<file path="src/rtl/decode_regfile.sv">
// Decode and register-file stage: splits the fetched instruction into fields, holds the
// 32-entry register file, and returns the branch-equal flag and r31 to fetch.
module decode_regfile #(
    parameter int unsigned DATA_W   = 32,
    parameter int unsigned NREGS    = 32,
    parameter int unsigned LINK_REG = 31
) (
    input  logic              Clock,
    input  logic              Reset,
    input  logic [31:0]       Inst,
    input  logic              RegWrite,
    input  logic              RegDst,
    input  logic              Link,
    input  logic              SignExt,
    input  logic [DATA_W-1:0] WriteData,
    input  logic [DATA_W-1:0] LinkData,
    output logic [5:0]        Opcode,
    output logic [5:0]        Funct,
    output logic [4:0]        Shamt,
    output logic [DATA_W-1:0] ReadData1,
    output logic [DATA_W-1:0] ReadData2,
    output logic [DATA_W-1:0] Imm_ext,
    output logic              Zero,
    output logic [DATA_W-1:0] reg31
);

    localparam int unsigned AW = $clog2(NREGS);
    localparam logic [AW-1:0] LinkAddr = AW'(LINK_REG);

    logic [DATA_W-1:0] regs_q [NREGS];
    logic [DATA_W-1:0] regs_d [NREGS];

    logic [AW-1:0] rs, rt, rd, waddr;

    assign rs    = Inst[25:21];
    assign rt    = Inst[20:16];
    assign rd    = Inst[15:11];
    assign waddr = RegDst ? rd : rt;

    assign Opcode = Inst[31:26];
    assign Funct  = Inst[5:0];
    assign Shamt  = Inst[10:6];

    assign Imm_ext = {{(DATA_W-16){Inst[15] & SignExt}}, Inst[15:0]};

    // Reads come straight from the array: a same-cycle write is only visible after the edge.
    assign ReadData1 = regs_q[rs];
    assign ReadData2 = regs_q[rt];
    assign reg31     = regs_q[LinkAddr];
    assign Zero      = (ReadData1 == ReadData2);

    always_comb begin
        regs_d = regs_q;
        if (Link) begin
            regs_d[LinkAddr] = LinkData;
        end else if (RegWrite) begin
            regs_d[waddr] = WriteData;
        end
        // r0 is hard-wired: any write aimed at it is dropped here so reads never need a mux.
        regs_d[0] = '0;
    end

    always_ff @(posedge Clock) begin
        if (Reset) begin
            regs_q <= '{default: '0};
        end else begin
            regs_q <= regs_d;
        end
    end

endmodule

</file>
<file path="config.mk">
export PLATFORM = sky130hd
export DESIGN_NAME = decode_regfile
export DESIGN_NICKNAME = d
export VERILOG_FILES = /design/src/rtl/decode_regfile.sv
export SDC_FILE = /design/constraint.sdc
export NUM_CORES = 2
export LEC_CHECK = 0
export CORE_AREA = 2 2 363 365
export CTS_BUF_LIST = sky130_fd_sc_hd__clkbuf_2
export DETAILED_ROUTE_END_ITERATION = 8
export DIE_AREA = 0 0 365 367
export GPL_TIMING_DRIVEN = 0
export SLEW_MARGIN = 0
export SYNTH_ARGS = -nofsm -noshare
export SYNTH_HDL_FRONTEND = slang
export SYNTH_SLANG_ARGS = --single-unit
</file>
<file path="constraint.sdc">
create_clock -name Clock -period 6.02 [get_ports Clock]
set_input_delay 1.204 -clock Clock [delete_from_list [all_inputs] [get_ports Clock]]
set_output_delay 1.204 -clock Clock [all_outputs]
set_load 0.02 [all_outputs]
</file>
======== Word-level counts from Yosys, hierarchy flattened ========
Index checks and enable logic that the tools add are counted.
word-level totals
  memory bits (writable) .................. 0
  input port bits ......................... 102
  ROM bits ................................ 0
  bits in latches ......................... 0
  memories kept ........................... 0
  flip-flop bits (word level) ............. 992
  word-level logic and storage cells ...... 56
operators by class
  multiplexer cells ....................... 12
  reduce and logical (&&, ||, !) cells .... 3
  bitwise operators ....................... 5
  shift-type cells ........................ 0
  $add $sub $neg .......................... 0
  $mul .................................... 0
  divide/modulo/power cells ............... 0
  $lt $le $gt $ge ......................... 4
  eq/ne operators ......................... 1
operators with widths
  kind                number
  $bwmux 1024         1
  $bmux 32 s5         2
  $mux 32             7
  $demux 32 s5        1
  $eq 32x32->1        1
  $ge 6x6->1 const B  3
  $not 5->6           3
  $lt 6x1->1 const B  1
  $mux 5              1
  $reduce_and 2->1    1
  $reduce_bool 2->1   1
  $and 1x1->1         1
  $logic_and 1x1->1   1
  $not 1->1           1

======== Depth between registers and ports, before layout ========
  word-level depth ........................ 9
  mapped depth ............................ 12

======== Worst setup path before layout ========
Ideal clock, no wire load.
  path kind ............................... input to output
  from .................................... in Inst[16]
  to ...................................... out Zero
  data arrival time ....................... 3.777 ns
  stages .................................. 10
  slack ................................... 1.039 ns
  path buffers ............................ 2
  cells stage by stage .................... buf_2 buf_1 mux4_2 a22oi_1 a21oi_1 a31o_2 xor2_1 nor2_1 nand4_1 nor4_2
on the way
  word-level cells in the longest chain between the ends .. 5
RTL lines
  what                                         line  text
  start, declared                              10    input logic [31:0] Inst,
  $not 5->6 (implied by the code)              48    assign ReadData2 = regs_q[rt];
  $bmux 32 s5                                  48
  $mux 32 (implied by the code) (2 in series)  48
  via ReadData2[28]                            21    output logic [DATA_W-1:0] ReadData2,
  $eq 32x32->1                                 50    assign Zero = (ReadData1 == ReadData2);
  end, declared                                23    output logic Zero,
The timed path passes the listed nets, and every way through them passes these cells. The select of a mux whose other input is x is not followed.

======== Worst setup path after layout ========
  from .................................... in Inst[25]
  to ...................................... out Zero
on the way
  word-level cells in the longest chain between the ends .. 5
RTL lines
  what                                         line  text
  $not 5->6 (implied by the code)              47    assign ReadData1 = regs_q[rs];
  $bmux 32 s5                                  47
  $mux 32 (implied by the code) (2 in series)  47
  $eq 32x32->1                                 50
No other way between the ends. The select of a mux whose other input is x is not followed.

==> summary.txt <==
Outcome
  – Status: finished, violations left
  – Failing checks: design-rule violations, max-capacitance violations, negative setup slack

GRT
  – Vias in the first global route: just under 50000
  – GRT Util Overall: roughly 42%
  – Gr ovfl total: 0
  – Initial antenna violation count: 13
  – Largest net degree at the start of global routing: 17
  – First-pass GRT wire length: about 380000 um

Run
  – Max Cap Violations: 1

Die
  – Die footprint: 0.134 sq mm
  – Die Y: about 370 um
  – Row count: ~130
  – I/O pin total: 248
  – Core ar.: roughly 0.13 sq mm
  – Die width: approximately 370 um
  – Initial Util: between 30% and 40%

Logic synthesis
  – Syn Area/Cell: just under 9 sq um
  – Register area share after synthesis: 38.5%
  – EDFF count, synth: 0
  – Synth cell types: 40
  – Yosys warnings: 0
  – Async SR Flop Fraction: 0%
  – FF+latch count, synth: between 900 and 1000
  – Syn nets: ~6000
  – Top_reg_cell synth: dfxtp_1
  – Synthesized cell area: a little over 0.05 sq mm
  – Synth Instances: 5911

STA
  – Slew Viols, Final: 0
  – # setup viols final: 1
  – Worst Clk Skew: 0 ns
  – Final worst slack: -0.158 ns
  – FMAX: 162 MHz
  – Hold Fails Final Rpt: 0
  – Worst slew pin tran: 1.50 ns
  – Final Cycle Share: 103%
  – Tmin final: just over 6 ns
  – Total Neg Setup Slack: -0.158 ns
  – Max transition margin: less than 1%

Clock network
  – CTS tree: done
  – Num CTS Buffers: ~290
  – CTS H-tree depth: 5
  – Worst skew pair latency: between 1.5 and 2 ns
  – Clock Tree Buf Depth: 4
  – Clk root buf: clkbuf_2
  – CTS Sinks: 992
  – Hold buffer count at CTS: 0
  – Clock Pin Slew Worst Setup and Hold Paths: roughly 0.090 ns

Routing
  – Number of remaining DRC errors: 3
  – Antenna-violating nets left: 0
  – Detailed Route WL: a little under 300000 um
  – WL per Instance: 34.8 um
  – Avg Vias per Cell: around 6.5
  – Initial DRC count: approximately 9600
  – Vias: around 54000
  – First-pass detailed-route iteration total: 9

Final layout
  – Most common cell after layout, fill and taps aside: nand2_1
  – Most frequent cells in the layout: nand2_1, a21oi_1, dfxtp_1, clkbuf_2, mux4_2
  – Finished Cell Area: between 0.05 and 0.06 sq mm
  – Layout area overhead: 15.3%
  – Final Non-Filler Cells: 8369
  – Final net count: between 6000 and 7000
  – Layout cell share with drive strength beyond 1: between 20% and 30%
  – Final core occ: a little under half

Power and ir drop
  – PD cells: roughly 230 mW/mm^2
  – P_leak: approximately 20 nW
  – VDD IR max: ~0.17 mV
  – Total power draw: 13.9 mW

Worst hold path
  – Worst Hold Depth: 3
  – Min-Delay Path Class: input port to flop
  – Min-delay src: LinkData[3]
  – Hold endpoint: reg31[3]

Setup path
  – Crit Path Class: input port to primary output
  – Reg-to-reg critical path startpoint: reg31[4]
  – Crit path capture type: primary output
  – FF-to-FF path depth: 2
  – Reg2reg end: reg31[4]
  – Worst Path Max Fanout: 10
  – Worst path arrival time: just under 5 ns
  – Startpoint types: input port
  – Worst R2R Setup Slack: between 5 and 6 ns
  – Critical Path RT: about 4.8 ns

Placement
  – RD Place Congestion: roughly 1.1
  – Placed cell area: roughly 0.056 sq mm
  – Dpl hpwl: approximately 210000 um
  – Placed Cells: ~8000
  – IO Port Bufs: roughly 220
power by group:
part | switching (mW) | internal, mW | leakage (nW)
clock network | 3.17 | 1.97 | 1.85
registers | 0.0404 | 6.60 | 8.00
logic | 1.53 | 0.605 | 10.2
total | 4.74 | 9.18 | 20.0
routing by layer:
layer	vias up	part of all wire, %	global-route usage [%]
li1	21800	-	-
met1	26300	35	52.3
met2	4874	39	56.4
met3	1180	16	18.1
met4	16	9.7	33.6
met5	-	0.073	0
what timing repair did:
item,CTS,global route
gates resized for setup,270,65
buffers inserted,4,6
endpoints found under the setup margin,61,1
endpoints found under the hold margin,0,0
pin swaps,1,7
cell usage after synthesis, types with 2 or more instances:
master	instances	share of area [%]
a222oi_1	32	0.62
mux2i_1	162	3.1
o31a_1	31	0.53
a221oi_1	32	0.54
buf_6	20	0.44
xor2_1	32	0.54
mux2_2	99	2.2
o21a_1	2	0.029
o221ai_1	32	0.54
nand2_1	1991	14
nand3_1	7	0.068
nor2_1	85	0.62
a31o_2	31	0.53
and2_1	3	0.036
buf_2	93	0.90
nor2b_1	72	0.87
a22oi_1	128	1.9
buf_12	3	0.12
nor3_1	35	0.34
a21oi_1	1024	9.9
buf_1	30	0.22
or2_2	2	0.024
o21ai_0	2	0.019
dfxtp_1	992	38
buf_4	92	1.3
mux4_2	416	18
clkbuf_1	445	3.2
nand2b_1	3	0.036
nand4_1	3	0.036
nor4_2	2	0.048
how the worst max path moves through the flow:
| stage | startpoint | to | cells after the start |
|---|---|---|---|
| global route | Inst[22] | Zero | 13 |
| finish | Inst[25] | Zero | 11 |
| CTS | reg31[6] | Zero | 9 |
| detailed placement | Inst[16] | Zero | 13 |
| floorplan | Inst[16] | Zero | 10 |
| global placement | Inst[17] | Zero | 13 |
cell families (layout without fill, tap and decap cells):
family                 count (synthesis)  count (layout)  synth area share [%]
AO/OA/AOI/OAI                       1320            1320                  14.7
XOR/XNOR                              32              32                 0.543
buffers and inverters                684            1375                  6.25
flip-flops                           992             992                  38.5
multiplexers                         677             677                  23.4
other                                  0              12                     0
AND/OR/NAND/NOR                     2206            2206                  16.6
flip-flops by register name, summed over array words and instances, names as in the netlist:
register / count
reg31: 32
regs_q: 960
layout make-up:
| class | instances | area (sq um) |
|---|---|---|
| fill | 13100 | 70900 |
| tap | 1755 | 2200 |
| clock inverter | 41 | 262 |
| clock buffer | 415 | 2080 |
| antenna | 12 | 30.0 |
| buffer | 681 | 3890 |
| inverter | 1 | 3.75 |
| sequential | 992 | 19900 |
| timing repair buffer | 237 | 2380 |
| multi-input combinational | 4235 | 28800 |
metrics by stage:
stage	hold slack (ns)	setup WS, ns
4_1_cts	0.000617	0.0693
5_1_grt	0.0528	-0.00256
2_1_floorplan	0.442	1.04
6_report	0.0543	-0.158
3_3_place_gp	0.448	-2.73
3_5_place_dp	0.457	-2.17
worst max-delay path, cell delays in order:
cell and delay, ns:
buf_1 0.66, nor2b_1 0.22, clkbuf_1 0.26, clkbuf_1 0.76, a22oi_1 0.37, o31a_1 0.29, xor2_1 0.22, nor2_4 0.34
nand4_1 0.16, nor4_2 0.29, buf_4 0.18
(Power assumes the default switching activity.)
